File: src/rtl/sprite_pkg.sv
// Shared types and pixel-index helper for the sprite scanline renderer.
// Pure declarations; no state, no timing.
package sprite_pkg;

  typedef enum logic [2:0] {
    IDLE        = 3'd0,
    WAIT_LOAD   = 3'd1,
    SETUP       = 3'd2,
    FETCH       = 3'd3,
    WAIT_HSTART = 3'd4,
    DRAW        = 3'd5
  } state_t;

  // Bit of the fetched row shown at line position i; the mirrored half
  // replays the first half in the opposite direction.
  function automatic int pixel_index(input int i, input logic hflip,
                                     input logic mirror, input int bits_w);
    int j;
    if (!mirror || i < bits_w) begin
      j = hflip ? (bits_w - 1 - i) : i;
    end else begin
      j = hflip ? (i - bits_w) : (2 * bits_w - 1 - i);
    end
    return j;
  endfunction

endpackage

File: src/rtl/sprite_scanline_renderer_if.sv
// Strobe, mode, ROM and pixel signals between the video timing/ROM side
// (master) and the renderer (slave).
interface sprite_scanline_renderer_if #(
  parameter int BITS_W = 8,
  parameter int AW     = 4
);
  logic              vstart;
  logic              load;
  logic              hstart;
  logic              hflip;
  logic              vflip;
  logic              mirror;
  logic [AW-1:0]     rom_addr;
  logic [BITS_W-1:0] rom_bits;
  logic              gfx;
  logic              in_progress;
  logic              done;

  modport master (
    output vstart, load, hstart, hflip, vflip, mirror, rom_bits,
    input  rom_addr, gfx, in_progress, done
  );

  modport slave (
    input  vstart, load, hstart, hflip, vflip, mirror, rom_bits,
    output rom_addr, gfx, in_progress, done
  );
endinterface

File: src/rtl/sprite_pixel_mux.sv
// Selects the bitmap bit for the current line position and mode.
// Combinational; no backpressure.
module sprite_pixel_mux
  import sprite_pkg::*;
#(
  parameter int BITS_W = 8,
  parameter int XW     = $clog2(2 * BITS_W)
) (
  input  logic [XW-1:0]     xcount,
  input  logic              hflip,
  input  logic              mirror,
  input  logic [BITS_W-1:0] outbits,
  output logic              pix
);

  int j;

  always_comb begin
    j   = pixel_index(int'(xcount), hflip, mirror, BITS_W);
    pix = 1'b0;
    for (int k = 0; k < BITS_W; k++) begin
      if (k == j) pix = outbits[k];
    end
  end

endmodule

File: src/rtl/sprite_scanline_renderer.sv
// Fetches one bitmap row per scanline and serialises it to a 1-bit gfx stream.
// First pixel on gfx 2 cycles after hstart is taken; unconsumed strobes ignored.
module sprite_scanline_renderer
  import sprite_pkg::*;
#(
  parameter int BITS_W = 8,
  parameter int ROWS   = 16,
  parameter int AW     = $clog2(ROWS)
) (
  input  logic                        clk,
  input  logic                        reset,
  sprite_scanline_renderer_if.slave   bus
);

  localparam int XW = $clog2(2 * BITS_W);
  localparam logic [XW-1:0] X_LAST_N = XW'(BITS_W - 1);
  localparam logic [XW-1:0] X_LAST_M = XW'(2 * BITS_W - 1);
  localparam logic [AW-1:0] Y_LAST   = AW'(ROWS - 1);

  state_t            state, state_nxt;
  logic [XW-1:0]     xcount;
  logic [AW-1:0]     ycount;
  logic [BITS_W-1:0] outbits;
  logic [AW-1:0]     rom_addr;
  logic              hflip_l, vflip_l, mirror_l;
  logic              gfx, done;
  logic              line_end, frame_end;
  logic [XW-1:0]     x_last;
  logic              pix;

  sprite_pixel_mux #(.BITS_W(BITS_W), .XW(XW)) u_mux (
    .xcount (xcount),
    .hflip  (hflip_l),
    .mirror (mirror_l),
    .outbits(outbits),
    .pix    (pix)
  );

  assign x_last = mirror_l ? X_LAST_M : X_LAST_N;

  always_comb begin
    state_nxt = state;
    line_end  = 1'b0;
    frame_end = 1'b0;
    case (state)
      IDLE:        if (bus.vstart) state_nxt = WAIT_LOAD;
      WAIT_LOAD:   if (bus.load)   state_nxt = SETUP;
      SETUP:       state_nxt = FETCH;
      FETCH:       state_nxt = WAIT_HSTART;
      WAIT_HSTART: if (bus.hstart) state_nxt = DRAW;
      DRAW: begin
        if (xcount == x_last) begin
          line_end = 1'b1;
          if (ycount == Y_LAST) begin
            frame_end = 1'b1;
            state_nxt = IDLE;
          end else begin
            state_nxt = WAIT_LOAD;
          end
        end
      end
      default:     state_nxt = IDLE;
    endcase
  end

  always_ff @(posedge clk) begin
    if (reset) begin
      state    <= IDLE;
      gfx      <= 1'b0;
      done     <= 1'b0;
      rom_addr <= '0;
      ycount   <= '0;
      xcount   <= '0;
      outbits  <= '0;
      hflip_l  <= 1'b0;
      vflip_l  <= 1'b0;
      mirror_l <= 1'b0;
    end else begin
      state <= state_nxt;
      gfx   <= (state == DRAW) ? pix : 1'b0;
      done  <= frame_end;
      case (state)
        IDLE: begin
          ycount <= '0;
          if (bus.vstart) begin
            hflip_l  <= bus.hflip;
            vflip_l  <= bus.vflip;
            mirror_l <= bus.mirror;
          end
        end
        WAIT_LOAD: xcount <= '0;
        SETUP:     rom_addr <= vflip_l ? (Y_LAST - ycount) : ycount;
        FETCH:     outbits <= bus.rom_bits;
        DRAW: begin
          xcount <= xcount + 1'b1;
          // Overflow past the last row is harmless: IDLE reloads ycount.
          if (line_end) ycount <= ycount + 1'b1;
        end
        default: ;
      endcase
    end
  end

  assign bus.rom_addr    = rom_addr;
  assign bus.gfx         = gfx;
  assign bus.done        = done;
  assign bus.in_progress = (state != IDLE);

endmodule
File: src/flat_wrapper.sv
// flat-port wrapper written by rule: the top's interface ports become plain ports
module sprite_scanline_renderer_flat import sprite_pkg::*;
#(
  parameter int BITS_W = 8,
  parameter int ROWS   = 16,
  parameter int AW     = $clog2(ROWS)
)
  (clk, reset, bus_vstart, bus_load, bus_hstart, bus_hflip, bus_vflip, bus_mirror, bus_rom_bits, bus_rom_addr, bus_gfx, bus_in_progress, bus_done);
  sprite_scanline_renderer_if #(.BITS_W(BITS_W), .AW(AW)) bus_i ();
  input  logic clk;
  input  logic reset;
  input wire logic [$bits(bus_i.vstart)-1:0] bus_vstart;
  input wire logic [$bits(bus_i.load)-1:0] bus_load;
  input wire logic [$bits(bus_i.hstart)-1:0] bus_hstart;
  input wire logic [$bits(bus_i.hflip)-1:0] bus_hflip;
  input wire logic [$bits(bus_i.vflip)-1:0] bus_vflip;
  input wire logic [$bits(bus_i.mirror)-1:0] bus_mirror;
  input wire logic [$bits(bus_i.rom_bits)-1:0] bus_rom_bits;
  output wire logic [$bits(bus_i.rom_addr)-1:0] bus_rom_addr;
  output wire logic [$bits(bus_i.gfx)-1:0] bus_gfx;
  output wire logic [$bits(bus_i.in_progress)-1:0] bus_in_progress;
  output wire logic [$bits(bus_i.done)-1:0] bus_done;
  assign bus_i.vstart = bus_vstart;
  assign bus_i.load = bus_load;
  assign bus_i.hstart = bus_hstart;
  assign bus_i.hflip = bus_hflip;
  assign bus_i.vflip = bus_vflip;
  assign bus_i.mirror = bus_mirror;
  assign bus_i.rom_bits = bus_rom_bits;
  assign bus_rom_addr = bus_i.rom_addr;
  assign bus_gfx = bus_i.gfx;
  assign bus_in_progress = bus_i.in_progress;
  assign bus_done = bus_i.done;
  sprite_scanline_renderer #(.BITS_W(BITS_W), .ROWS(ROWS), .AW(AW)) u_core (.clk(clk), .reset(reset), .bus(bus_i));
endmodule
File: config.mk
export PLATFORM = sky130hd
export DESIGN_NAME = sprite_scanline_renderer_flat
export DESIGN_NICKNAME = d
export VERILOG_FILES = /design/src/rtl/sprite_pkg.sv /design/src/rtl/sprite_scanline_renderer_if.sv /design/src/rtl/sprite_pixel_mux.sv /design/src/rtl/sprite_scanline_renderer.sv /design/src/flat_wrapper.sv
export SDC_FILE = /design/constraint.sdc
export NUM_CORES = 1
export LEC_CHECK = 0
export BUFFER_PORTS_ARGS = -buffer_cell sky130_fd_sc_hd__buf_4
export CORE_ASPECT_RATIO = 1.75
export CORE_UTILIZATION = 59
export CTS_CLUSTER_SIZE = 30
export DETAILED_ROUTE_END_ITERATION = 10
export PLACE_DENSITY = 0.94
export SKIP_CTS_REPAIR_TIMING = 1
export SKIP_LAST_GASP = 1
export SYNTH_ARGS = -nofsm -noshare
export SYNTH_HDL_FRONTEND = slang
export SYNTH_SLANG_ARGS = --single-unit
File: constraint.sdc
create_clock -name clk -period 4.23 [get_ports clk]
set_input_delay 0.423 -clock clk [delete_from_list [all_inputs] [get_ports clk]]
set_output_delay 0.423 -clock clk [all_outputs]
set_load 0.05 [all_outputs]
== After elaboration in Yosys (flattened, before gate mapping) ==
Index checks and enable logic that the tools add are counted.

* Output and inout port bits: 7
* Input port bits: 16
* Logic and storage cells: 75
* Register bits: 28

* Reduce and logical (&&, ||, !) cells: 12
* Equality and inequality tests: 19
* $lt $le $gt $ge: 1
* Muxes and demuxes: 25
* $add $sub $neg: 6
* Bitwise operators: 2

{| class="wikitable"
|+ Operators by type and width
! cell !! count
|-
| $eq A4 B32 Y1 const A || 4
|-
| $mux W32 || 3
|-
| $eq A3 B32 Y1 const A || 2
|-
| $eq A2 B32 Y1 const A || 1
|-
| $logic_not A32 Y1 || 1
|-
| $pmux W3 S6 || 1
|-
| $pmux W4 S2 || 2
|-
| $mux W1 || 12
|-
| $mux W3 || 4
|-
| $mux W4 || 3
|-
| $add A4 B1 Y4 const B || 2
|-
| $eq A3 B2 Y1 const B || 2
|-
| $eq A3 B3 Y1 const B || 2
|-
| $ne A2 B2 Y1 const B || 3
|-
| $sub A3 B4 Y5 const A || 1
|-
| $sub A4 B4 Y5 const A || 1
|-
| $sub A4 B4 Y5 const B || 1
|-
| $eq A4 B4 Y1 || 1
|-
| $eq A4 B4 Y1 const B || 1
|-
| $lt A4 B4 Y1 const B || 1
|-
| $ne A2 B1 Y1 const B || 2
|-
| $reduce_and A2 Y1 || 2
|-
| $reduce_and A4 Y1 || 1
|-
| $reduce_bool A2 Y1 || 2
|-
| other kinds (9) || 10
|}

== Logic depth before layout (Yosys ltp) ==
* Depth in word-level cells: 12
* Gate-level depth with buffers: 7
* Gate-level depth less buffers: 7

== Cells and area by module ==
A second synthesis with hierarchy kept.

* Cells, all modules: 177
* Area, all modules: 1,625.3 sq um

{| class="wikitable"
|+ Modules (own cells, without submodules)
! module !! area each (sq um) !! sequential area each (sq um) !! instances !! cells each
|-
| sprite_scanline_renderer || 1,303.8 || 560.5 || 1 || 131
|-
| sprite_pixel_mux || 321.6 || 0.0 || 1 || 46
|}

== Least setup slack after synthesis ==
OpenSTA, ideal clock, no wires.

* Path kind: reg-to-reg
* Start point: reg u_core.xcount[3]
* End point: reg u_core.ycount[3]
* Stages on the path, launching flop included: 7
* Setup time: 130 ps
* Clock period less this slack: 1,764 ps
* Buffers on the path: 0
* Data arrival time: 1,635 ps
* Data required time: 4,100 ps
* Setup slack: 2,466 ps
* Path through: dfxtp_1 > ha_1 > nand4_1 > mux2_2 > or4_1 > xor2_1 > nor3_2

* Cells in the longest elaborated chain, start to end: 5

{| class="wikitable"
|+ RTL lines
! what !! line !! source
|-
| from (decl) || sprite_scanline_renderer.sv:21 || <nowiki>logic [XW-1:0] xcount;</nowiki>
|-
| from (signal assigned) || sprite_scanline_renderer.sv:95 || <nowiki>xcount <= xcount + 1'b1;</nowiki>
|-
| $eq A4 B4 Y1 || sprite_scanline_renderer.sv:52 || <nowiki>if (xcount == x_last) begin</nowiki>
|-
| $mux W1 || sprite_scanline_renderer.sv:52 ||
|-
| $mux W1 || sprite_scanline_renderer.sv:45 || <nowiki>case (state)</nowiki>
|-
| $ne A2 B1 Y1 (no line) || -- ||
|-
| $reduce_and A2 Y1 (no line) || -- ||
|-
| to (signal assigned) || sprite_scanline_renderer.sv:97 || <nowiki>if (line_end) ycount <= ycount + 1'b1;</nowiki>
|-
| to (decl) || sprite_scanline_renderer.sv:22 || <nowiki>logic [AW-1:0] ycount;</nowiki>
|}

Every way passes these cells.
A chain may end at the register's enable or synchronous reset.

== Final worst setup path ==
* Start point: reg u_core.xcount[0]
* End point: reg u_core.ycount[3]

Same word-level chain as after synthesis.

==> out/metrics.yaml <==
power:
  peakVddDrop_mv: 0.247
  power.density_nw_per_um2: 323
  p_sw_uw: 136
  clkPwrFrac_pct: 30.4
  p_comb_share_pct: 15.4
  seq_power_share_pct: 54.2
  power_switching_share_pct: 25.9
  power_leakage_nw: 0.699
  p_int_uw: 391
timing:
  slew_headroom_pct: 63.0
  fin_ws_ps: 2130
  hold_violations: 0
  period_share_pct: 49.7
  setup_viol: 0
  fin_tns_setup_ps: 0
  fin_skew_ps: 2.66
  clock.fmax_mhz: 476
  rsz0062_at_grt: "no"
  tightest_slew_ps: 553
  fin_crit_ps: 2100
  final_max_slew_viol_count: 0
routing:
  drtIter0Drc: 34
  postRouteAntennaNets: 0
  wl_um: 2940
  via_per_inst: 6.12
  vias: 1243
  drcViolationCount: 0
  drtPass1Iterations: 4
  post_drt_wl_per_cell_um: 14.5
yosys:
  ys_types: 37
  synth.avg_cell_area_um2: 8.70
  synth.net_count: 184
  synth-edff-count: 0
  synth_seq_cells: 28
  yosysWarningCount: 0
  seq_area_frac_synth_pct: 39.3
  synthCells: 164
  ys.flop_type: "dfxtp_1"
  async_reset_ff_share_pct: 0
  synth_area_um2: 1430
global_route:
  antenna_found_initial: 0
  grt_max_degree: 28
  grt-ovfl-total: 0
  grt_usage_pct: 25.5
  grt_pass1_wl_um: 4700
  first_global_vias: 1149
floorplan:
  start_util_pct: 62.7
  core-area_um2: 2270
  die_area_um2: 2630
  die_width_um: 39.2
  fp.dieH_um: 67.0
  ios: 23
  fp-row-count: 23
placed_design:
  gp_congestion: 0.855
  pre_cts_slack_ps: 2170
  numPortBuffers: 22
  hpwl_um: 2280
clock_network:
  clock_path_buffers: 2
  cts_made_buffers: 3
  cts_sinks: 28
  cts_root_buffer: "clkbuf_8"
  clock_latency_ps: 270
  clkSlewWorstSetupHoldPaths_ps: 90
  htreeDepth: 1
  cts_tree: "done"
layout:
  nets: 199
  n_antenna_cell: 0
  drive_gt1_share_pct: 17.4
  area_growth_syn_to_layout_pct: 14.3
run:
  cap_violations: 0
status:
  status: "finished, final reports clean"
min_path:
  hp-class: "in -> reg"
critical_path:
  worstPathMaxFanout: 11
  cp-end-kind: "flop"
  critical_path_class: "reg -> reg"
  start_kind: "flop"
  cp.required_ps: 4380
  worstPathArrival_ps: 2250
-- through the flow --
| stage | util (%) | hold slack [ps] | power, mW | cells | instance area (um^2) |
|---|---|---|---|---|---|
| 2_1_floorplan | - | 457 | 0.347 | 164 | 1430 |
| 3_3_place_gp | 69.3 | 484 | 0.369 | 199 | 1580 |
| 3_5_place_dp | 69.3 | 485 | 0.373 | 199 | 1580 |
| 4_1_cts | 71.7 | 374 | 0.532 | 203 | 1630 |
| 5_1_grt | 71.7 | 376 | 0.550 | 203 | 1630 |
| 6_report | 71.7 | 375 | 0.527 | 203 | 1630 |
-- cells by family (layout without fill, tap and decap cells) --
group,after synthesis,after routing,share of synthesized area (%)
compound gates,31,31,14.3
xor+xnor,9,9,6.05
fa+ha+maj,4,4,3.51
buf+inv,16,30,4.39
flops,28,28,39.3
mux,14,14,9.91
simple gates,62,62,22.5
-- cells in the final DEF, fill, tap and decap left out, types with 2 or more instances in the layout --
master and instances:
nand4_1 3, mux2i_1 13, a21oi_1 7, nand2b_1 3, nor2_1 22, and3_1 2, nor3_1 5, xnor2_1 5
a211oi_1 6, nand2_1 7, dfxtp_1 28, clkbuf_8 4, o21ai_0 6, inv_1 4, buf_4 22, nand3_1 5
xor2_1 3, a22oi_1 4, nand3b_1 3, ha_1 4, nor2b_1 5, and2_1 2, a21o_1 2
-- routing by layer --
| metal | vias to the layer above | share of wire, % | global-route usage [%] |
|---|---|---|---|
| met4 | 0 | 6.0 | 19.0 |
| li1 | 600 | - | - |
| met5 | - | 0 | 0 |
| met1 | 578 | 35 | 22.1 |
| met3 | 19 | 3.9 | 4.00 |
| met2 | 46 | 55 | 47.3 |
-- worst paths after layout --
path                     startpoint                 to  slack [ps]  depth (start not counted)
setup / recovery   u_core.xcount[0]   u_core.ycount[3]        2130                          6
hold / removal      bus_rom_bits[4]  u_core.outbits[4]         380                          3
setup reg to reg   u_core.xcount[0]   u_core.ycount[3]        2130                          6
hold reg to reg   u_core.outbits[5]  u_core.outbits[5]         500                          2
-- flip-flops by register name, summed over array words and instances (netlist names), 3 cells and up --
register	count
u_core.ycount	4
u_core.outbits	8
u_core.state	3
u_core.xcount	4
u_core.bus.rom_addr	4
-- cell type report --
| type | count | area (um^2) |
|---|---|---|
| fillers | 179 | 643 |
| multi-input cells | 120 | 803 |
| flip-flops and latches | 28 | 561 |
| repair buffers | 22 | 165 |
| clock buffers | 4 | 55.1 |
| well taps | 25 | 31.3 |
| inverters | 4 | 15.0 |
-- critical path, stage by stage (launching register included) --
cell     delay (ps)
dfxtp_1         580
ha_1            280
nand4_1         160
mux2_2          310
or4_1           410
xor2_1          190
nor3_2           60
-- power groups by stage --
stage                     Sequential [mW]  Combinational [mW]  Clock (mW)
final                               0.286              0.0812       0.160
after global routing                0.288              0.0881       0.174
after CTS                           0.285              0.0814       0.165
after detailed placement            0.292              0.0810           0
after global placement              0.291              0.0777           0
after floorplan                     0.292              0.0544           0
-- synthesized netlist by cell type, drive strengths merged (2+ instances only) --
library cell / n / area (um^2)
a211oi: 6 / 45.0
a21o: 2 / 15.0
a21oi: 7 / 35.0
a22oi: 4 / 30.0
and2: 2 / 12.5
and3: 2 / 12.5
buf: 3 / 13.8
clkbuf: 9 / 33.8
dfxtp: 28 / 561
ha: 4 / 50.1
inv: 4 / 15.0
mux2i: 13 / 130
nand2: 7 / 26.3
nand2b: 3 / 18.8
nand3: 5 / 25.0
nand3b: 3 / 22.5
nand4: 3 / 18.8
nor2: 22 / 82.6
nor2b: 5 / 31.3
nor3: 6 / 35.0
nor3b: 2 / 20.0
o21ai: 6 / 30.0
xnor2: 5 / 43.8
xor2: 4 / 42.6
Power figures use the tool's default switching activity.
